--- config.mk ---
export PLATFORM = sky130hd
export DESIGN_NAME = carpma_sirali
export DESIGN_NICKNAME = d
export VERILOG_FILES = /design/src/rtl/carpma_sirali.sv
export SDC_FILE = /design/constraint.sdc
export NUM_CORES = 1
export LEC_CHECK = 0
export CAP_MARGIN = 0
export CELL_PAD_IN_SITES_DETAIL_PLACEMENT = 2
export CELL_PAD_IN_SITES_GLOBAL_PLACEMENT = 2
export CORE_MARGIN = 4
export CORE_UTILIZATION = 30
export DETAILED_ROUTE_END_ITERATION = 12
export PLACE_DENSITY_LB_ADDON = 0.1
export SLEW_MARGIN = 15
export SYNTH_ARGS = -nofsm -noshare
export SYNTH_HDL_FRONTEND = slang
export SYNTH_SLANG_ARGS = --single-unit
--- constraint.sdc ---
create_clock -name clk -period 4.14 [get_ports clk]
set_input_delay 0.828 -clock clk [delete_from_list [all_inputs] [get_ports clk]]
set_output_delay 0.828 -clock clk [all_outputs]
set_load 0.01 [all_outputs]
--- src/rtl/carpma_sirali.sv ---
// rtl/carpma_sirali.sv - multi-cycle shift-add multiplier, unsigned or signed per operation
//
// Ports:
//   clk       clock, all state changes on the rising edge
//   rst       synchronous active-high reset
//   basla     start request, taken only while hazir=1
//   isaretli  mode sampled with basla: 1 = two's-complement signed, 0 = unsigned
//   sayi1     multiplicand (W bits), sampled on accept
//   sayi2     multiplier (W bits), sampled on accept
//   hazir     idle, ready to accept basla
//   gecerli   one-cycle pulse, sonuc/tasma carry a fresh result
//   tasma     product does not fit in W bits in the selected mode
//   sonuc     full 2W-bit product, held until the next result or reset
module carpma_sirali #(
    parameter int W = 32
) (
    input  logic           clk,
    input  logic           rst,
    input  logic           basla,
    input  logic           isaretli,
    input  logic [W-1:0]   sayi1,
    input  logic [W-1:0]   sayi2,
    output logic           hazir,
    output logic           gecerli,
    output logic           tasma,
    output logic [2*W-1:0] sonuc
);

    localparam int CW = $clog2(W + 1);
    localparam logic [CW-1:0] SON_ADIM = CW'(W - 1);

    typedef enum logic [1:0] {
        BOS   = 2'd0,
        HESAP = 2'd1,
        BITIS = 2'd2
    } durum_t;

    durum_t          durum;
    logic [2*W-1:0]  acc;         // upper half: partial sum, lower half: remaining multiplier bits
    logic [W-1:0]    carpilan;    // multiplicand magnitude
    logic [CW-1:0]   sayac;
    logic            isaret_neg;  // final product must be negated
    logic            mod_isaretli;

    logic [W-1:0]    mag1;
    logic [W-1:0]    mag2;
    logic [W:0]      toplam;
    logic [2*W-1:0]  acc_next;
    logic [2*W-1:0]  sonuc_next;
    logic            tasma_next;

    // Signed operands are multiplied as magnitudes; the most negative value
    // maps to 2^(W-1), which still fits the W-bit unsigned magnitude.
    always_comb begin
        mag1 = sayi1;
        mag2 = sayi2;
        if (isaretli && sayi1[W-1]) mag1 = -sayi1;
        if (isaretli && sayi2[W-1]) mag2 = -sayi2;
    end

    // One multiplier bit per step: conditionally add into the upper W+1 bits
    // (keeping the carry) and shift the whole accumulator right by one.
    always_comb begin
        toplam = {1'b0, acc[2*W-1:W]};
        if (acc[0]) toplam = {1'b0, acc[2*W-1:W]} + {1'b0, carpilan};
        acc_next = {toplam, acc[W-1:1]};
    end

    always_comb begin
        sonuc_next = acc;
        if (isaret_neg) sonuc_next = -acc;
        if (mod_isaretli)
            // Signed fits in W bits only if bits 2W-1..W-1 are a pure sign extension.
            tasma_next = ~((&sonuc_next[2*W-1:W-1]) | ~(|sonuc_next[2*W-1:W-1]));
        else
            tasma_next = |sonuc_next[2*W-1:W];
    end

    always_ff @(posedge clk) begin
        if (rst) begin
            durum        <= BOS;
            hazir        <= 1'b1;
            gecerli      <= 1'b0;
            tasma        <= 1'b0;
            sonuc        <= '0;
            acc          <= '0;
            carpilan     <= '0;
            sayac        <= '0;
            isaret_neg   <= 1'b0;
            mod_isaretli <= 1'b0;
        end else begin
            gecerli <= 1'b0;
            case (durum)
                BOS: begin
                    if (basla) begin
                        mod_isaretli <= isaretli;
                        carpilan     <= mag1;
                        acc          <= {{W{1'b0}}, mag2};
                        isaret_neg   <= isaretli & (sayi1[W-1] ^ sayi2[W-1]);
                        sayac        <= '0;
                        hazir        <= 1'b0;
                        durum        <= HESAP;
                    end
                end
                HESAP: begin
                    acc   <= acc_next;
                    sayac <= sayac + CW'(1);
                    if (sayac == SON_ADIM) durum <= BITIS;
                end
                BITIS: begin
                    sonuc   <= sonuc_next;
                    tasma   <= tasma_next;
                    gecerli <= 1'b1;
                    hazir   <= 1'b1;
                    durum   <= BOS;
                end
                default: begin
                    hazir <= 1'b1;
                    durum <= BOS;
                end
            endcase
        end
    end

endmodule
Word-level counts from Yosys, hierarchy flattened
Index checks and enable logic that the tools add are counted.
- bitwise logic cells: 6
- order comparisons: 0
- eq/ne operators: 5
- $add $sub $neg: 5
- muxes and demuxes: 15
- multiply operators: 0
- shift-type cells: 0
- div/mod/pow operators: 0
- reduce and logical (&&, ||, !) cells: 11
- operators with widths (kind ; count):
    two-way mux 64 bit ; 2
    case mux 64 bit (2 select lines) ; 1
    two-way mux 32 bit ; 2
    negation 32 bit ; 2
    negation 64 bit ; 1
    adder 32 x 32 -> 33 bit ; 1
    two-way mux 33 bit ; 1
    AND reduction 33 bit ; 1
    OR reduction 33 bit ; 1
    OR reduction 32 bit ; 1
    case mux 6 bit (2 select lines) ; 1
    AND reduction 2 bit ; 4
    adder 6 x 1 -> 6 bit, second input constant ; 1
    equality test 6 x 5 -> 1 bit, second input constant ; 1
    two-way mux 6 bit ; 1
    two-way mux 2 bit ; 2
    inequality test 2 bit, second input constant ; 2
    case mux 2 bit (2 select lines) ; 1
    two-way mux 1 bit ; 3
    inverter 1 bit ; 3
    equality test 2 x 1 -> 1 bit, second input constant ; 1
    equality test 2 bit, second input constant ; 1
    logical AND 1 bit ; 2
    zero test 2 bit ; 1
    5 further kinds ; 5
- register bits after elaboration: 173
- ROM bits: 0
- logic and storage cells: 52
- input bits: 68
- memories: 0
- RAM bits: 0
- latch bits: 0
- output and inout bits: 67

Logic depth before layout (Yosys ltp)
Gate-level depths: netlist of run 1.
- depth in word-level cells: 7
- depth in mapped cells: 14
- gate-level depth less buffers: 12

Least setup slack after synthesis of run 1
Ideal clock, no wire load.
- path type: reg2reg
- start: register acc[0]
- end: register tasma
- setup time: 124 ps
- setup slack: 413 ps
- arrival: 3603 ps
- period minus slack after synthesis: 3727 ps
- cell stages (with the launch flop): 14
- buffers on the path: 2
- required time: 4016 ps
- cell sequence: dfxtp_1 -> inv_1 -> clkbuf_1 -> ha_1 -> or4b_2 -> clkbuf_1 -> nor2_1 -> nand4_1 -> o41ai_1 -> xor2_1 -> or4_1 -> nor4_1 -> and4b_1 -> a21oi_1
- word-level cells in the longest chain between the ends: 7
- elaborated cells on any way between the ends: 9
- those cells by class: add/sub (1); mux (2); bitwise (3); reduce/logical (3)
- ends and longest elaborated chain (what ; RTL line ; source):
    start, declared ; 39 ; logic [2*W-1:0] acc;
    start signal, assigned ; 98 ; acc <= {{W{1'b0}}, mag2};
    start signal, assigned ; 106 ; acc <= acc_next;
    negation 64 bit (*) ; 71 ; if (isaret_neg) sonuc_next = -acc;
    two-way mux 64 bit (*) ; 71 ;
    OR reduction 33 bit ; 74 ; tasma_next = ~((&sonuc_next[2*W-1:W-1]) | ~(|sonuc_next[2*W-1:W-1]));
    inverter 1 bit ; 74 ;
    bitwise OR 1 bit ; 74 ;
    inverter 1 bit ; 74 ;
    two-way mux 1 bit (*) ; 72 ; if (mod_isaretli)
    end signal, assigned ; 112 ; tasma <= tasma_next;
    end, declared ; 25 ; output logic tasma,
Mark *: on every way between the ends. The rest lies on a longest branch, timed or not.
A chain may end at the register's enable or synchronous reset.

Final worst setup path of run 1
- start: register acc[10]
- end: register tasma
Same word-level chain as after synthesis.

==> results.tsv, run 1 <==
metric	value	unit
vias in the first global route	11180	
Worst R2R Start	acc[10]	
flops & latches, synth	173	
final period utilization	94.03	%
# diodes	0	
DR vias/cell	5.541	
Gate power share	20.4	%
CP Buf/Inv Count	1	
Tmin final	3893	ps
root buffer cell	clkbuf_16	
most common cell after layout, fill and taps aside	nor2_1	
Area growth syn-to-layout	22.46	%
PwrDens	312.4	nW/um^2
ANT nets after route	0	
Core ar.	35740	um^2
slew at the pin closest to its max-slew limit	992.3	ps
critical path required time	4470	ps
area of the mapped netlist	10940	um^2
P_int	2.842	mW
Synth area leader	dfxtp_1	
initial antenna violation count	0	
clock slew at the register clock pins of the worst setup and hold paths	70	ps
H-tree levels	4	
CP startpoint kind	register	
Crit Path Max Fanout	19	
commonest non-fill, non-tap cells in the layout	nor2_1, dfxtp_1, clkdlybuf4s50_1	
port bufs	134	
Initial DRT Pass Iterations	8	
CTS Sinks	173	
DR vias	10760	
sequential power share	42.9	%
worst path cell trace	or4_1 > or4b_1 > or4_1 > buf_4 > o31ai_1 > xor2_1 > or4_1 > nor4_1 > and4b_1 > a21oi_1	
pre-CTS WS	299.9	ps
final hold slack	469.0	ps
Critical Path AT	4220	ps
fraction of registers with async set/reset	0	%
maximum vdd drop	301.4	uV
EDFF count, synth	0	
Cell Count Post-Placement	1910	
Mapped Avg Cell Area	7.982	um^2
GRT Total Usage	20.12	%
Slew Viols, Final	0	
Hold Fails Final Rpt	0	
Reg2Reg Setup Slack	250	ps
die height	198.9	um
CP most frequent cell	or4_1	
Hold EP	sonuc[0]	
R2R Path End	tasma	
Synth Net Count	1475	
Hold Buf Count CTS	0	
worst hold path type	reg2reg	
Post-CTS Setup Bufs	0	
latest clock arrival within the worst-skew pair	450	ps
total power draw	4.183	mW
DRC	0	
Primary FF master, synth	dfxtp_1	
Crit-path slowest cell	or4_1	
Starting Density	30.60	%
Fillers	4130	
total length of routed wires	40.07	mm
hpwl dp	30.53	mm
TNS Setup	0	ps
TritonCTS buffer count	17	
Final WS setup	247.3	ps
Worst path max stage delay	610	ps
RSZ-0062 raised after global routing	false	
largest net degree at the start of global routing	175	
CTS tree	yes	
IO Pins	135	
DIE WIDTH	198.9	um
LEAKAGE	4.821	nW
Clock Power Share	36.8	%
Critical Path Start	acc[10]	
synth top area cells	dfxtp_1, nor2_1, xor2_1	
Ys Warns	0	
crit path capture type	register	
sequential cell area fraction in the yosys report	31.67	%
max_cap viols	0	
gp weighted congestion	0.8217	
die area	39570	um^2
proportion of netlist area held by the largest area contributor	31.67	%
Finish-stage setup viols	0	
layout cells sized above 1	6.685	%
hold depth	2	
Initial DRC Count	659	
delay-heaviest family, CP	simple AND/OR/NAND/NOR gates	
nets	1573	
Remaining Overflow, GRT	0	
Unique masters post-synth	66	
row count	69	
Cell Count, Final, Fillers Out	1942	
FMAX	256.9	MHz
Worst R2R Path Depth	10	
WL/cell	20.63	um
switching portion of total power	32.06	%
global-route wire length before repair	64.00	mm
clk buf depth	2	
critical path class	reg2reg	
hold path startpoint	sonuc[0]	
clk_skew	10.37	ps
status	finished, final reports clean	
Psw	1.341	mW
cell count after synthesis	1370	
relative slew slack	33.81	%
[per-stage QoR]
stage / instance area [um^2] / util (%)
3_5_place_dp: 12850 / 35.95
3_3_place_gp: 12850 / 35.95
4_1_cts: 13380 / 37.45
6_report: 13390 / 37.47
5_1_grt: 13390 / 37.47
2_1_floorplan: 10940 / -
[metal layers]
metal / vias to the layer above / GRT usage (%) / part of all wire, % / routed length (um)
li1: 5303 / - / - / -
met2: 163 / 32.34 / 45 / 17890
met1: 5269 / 29.05 / 51 / 20490
met5: - / 0 / 0 / 0
met4: 0 / 4.610 / 1.3 / 507
met3: 26 / 2.236 / 3.0 / 1190
[worst register-to-register path: cells and delay by family, from the launching register on]
kind | cells | cell delay, ps
AND/OR/NAND/NOR | 6 | 2670
buffers and inverters | 1 | 230
XOR/XNOR | 1 | 140
flip-flops | 1 | 370
AO/OA/AOI/OAI | 2 | 370
[cell type report]
| type | count | area, um^2 | share of cell area [%] |
|---|---|---|---|
| clock buffer | 20 | 446.7 | 3.336 |
| clock inverter | 12 | 88.84 | 0.6634 |
| inverter | 27 | 101.3 | 0.7568 |
| multi-input combinational | 1068 | 6984 | 52.15 |
| sequential | 173 | 3465 | 25.87 |
| tap | 461 | 576.8 | 4.307 |
| timing repair buffer | 181 | 1729 | 12.91 |
[cell families after synthesis]
| logic type | after synthesis | share of synthesized area [%] |
|---|---|---|
| fa+ha+maj | 37 | 4.302 |
| buf+inv | 129 | 4.634 |
| mux | 9 | 0.8696 |
| simple gates | 479 | 20.96 |
| compound gates | 410 | 26.91 |
| xor+xnor | 133 | 10.65 |
| flops | 173 | 31.67 |
[worst max-delay path by stage]
stage	end	slack [ps]	cells past startpoint
after global routing	tasma	30	10
final	tasma	250	10
after detailed placement	acc[25]	300	11
after CTS	tasma	280	11
after global placement	tasma	370	10
after floorplan	tasma	410	13
[registers in the layout, summed over array words and instances (netlist names)]
| register | cells |
|---|---|
| acc | 64 |
| carpilan | 32 |
| durum | 2 |
| gecerli | 1 |
| hazir | 1 |
| isaret_neg | 1 |
| mod_isaretli | 1 |
| sayac | 6 |
| sonuc | 64 |
| tasma | 1 |
[cells in the mapped netlist (8+ instances only)]
library cell	number
dfxtp_1	173
nand2b_1	13
nor4_1	24
or3_1	23
nand3_1	16
a211oi_1	87
o21ai_0	53
nand4_1	8
ha_1	36
a31oi_1	16
and3_1	9
or4_1	18
o41ai_1	19
o31ai_1	28
nand2_1	65
nor2b_1	12
a222oi_1	32
nor2_1	224
xnor2_1	56
a22oi_1	21
clkbuf_1	87
a311oi_1	14
a21oi_1	65
o22ai_1	12
nor3_1	32
a21o_1	19
xor2_1	77
inv_1	27
[what timing repair did]
item,CTS,global route
setup endpoints to repair,0,1
hold endpoints to repair,0,0
gates resized for setup,0,1
[power by group through the flow]
stage          Clock (mW)  Combinational (mW)  Sequential [mW]
4_1_cts              1.59               0.855             1.79
3_5_place_dp            0               0.851             1.83
3_3_place_gp            0               0.837             1.83
5_1_grt              1.66               0.942             1.80
2_1_floorplan           0               0.540             1.80
6_report             1.54               0.852             1.79
Power figures use the tool's default switching activity.
==> run 2, diff against run 1 <==
Settings changed: CTS_CLUSTER_DIAMETER set to 60, SLEW_MARGIN 15 to 20.
==> results of run 2 <==
Same layout as run 1: the final DEF is identical, and so are final timing and power.
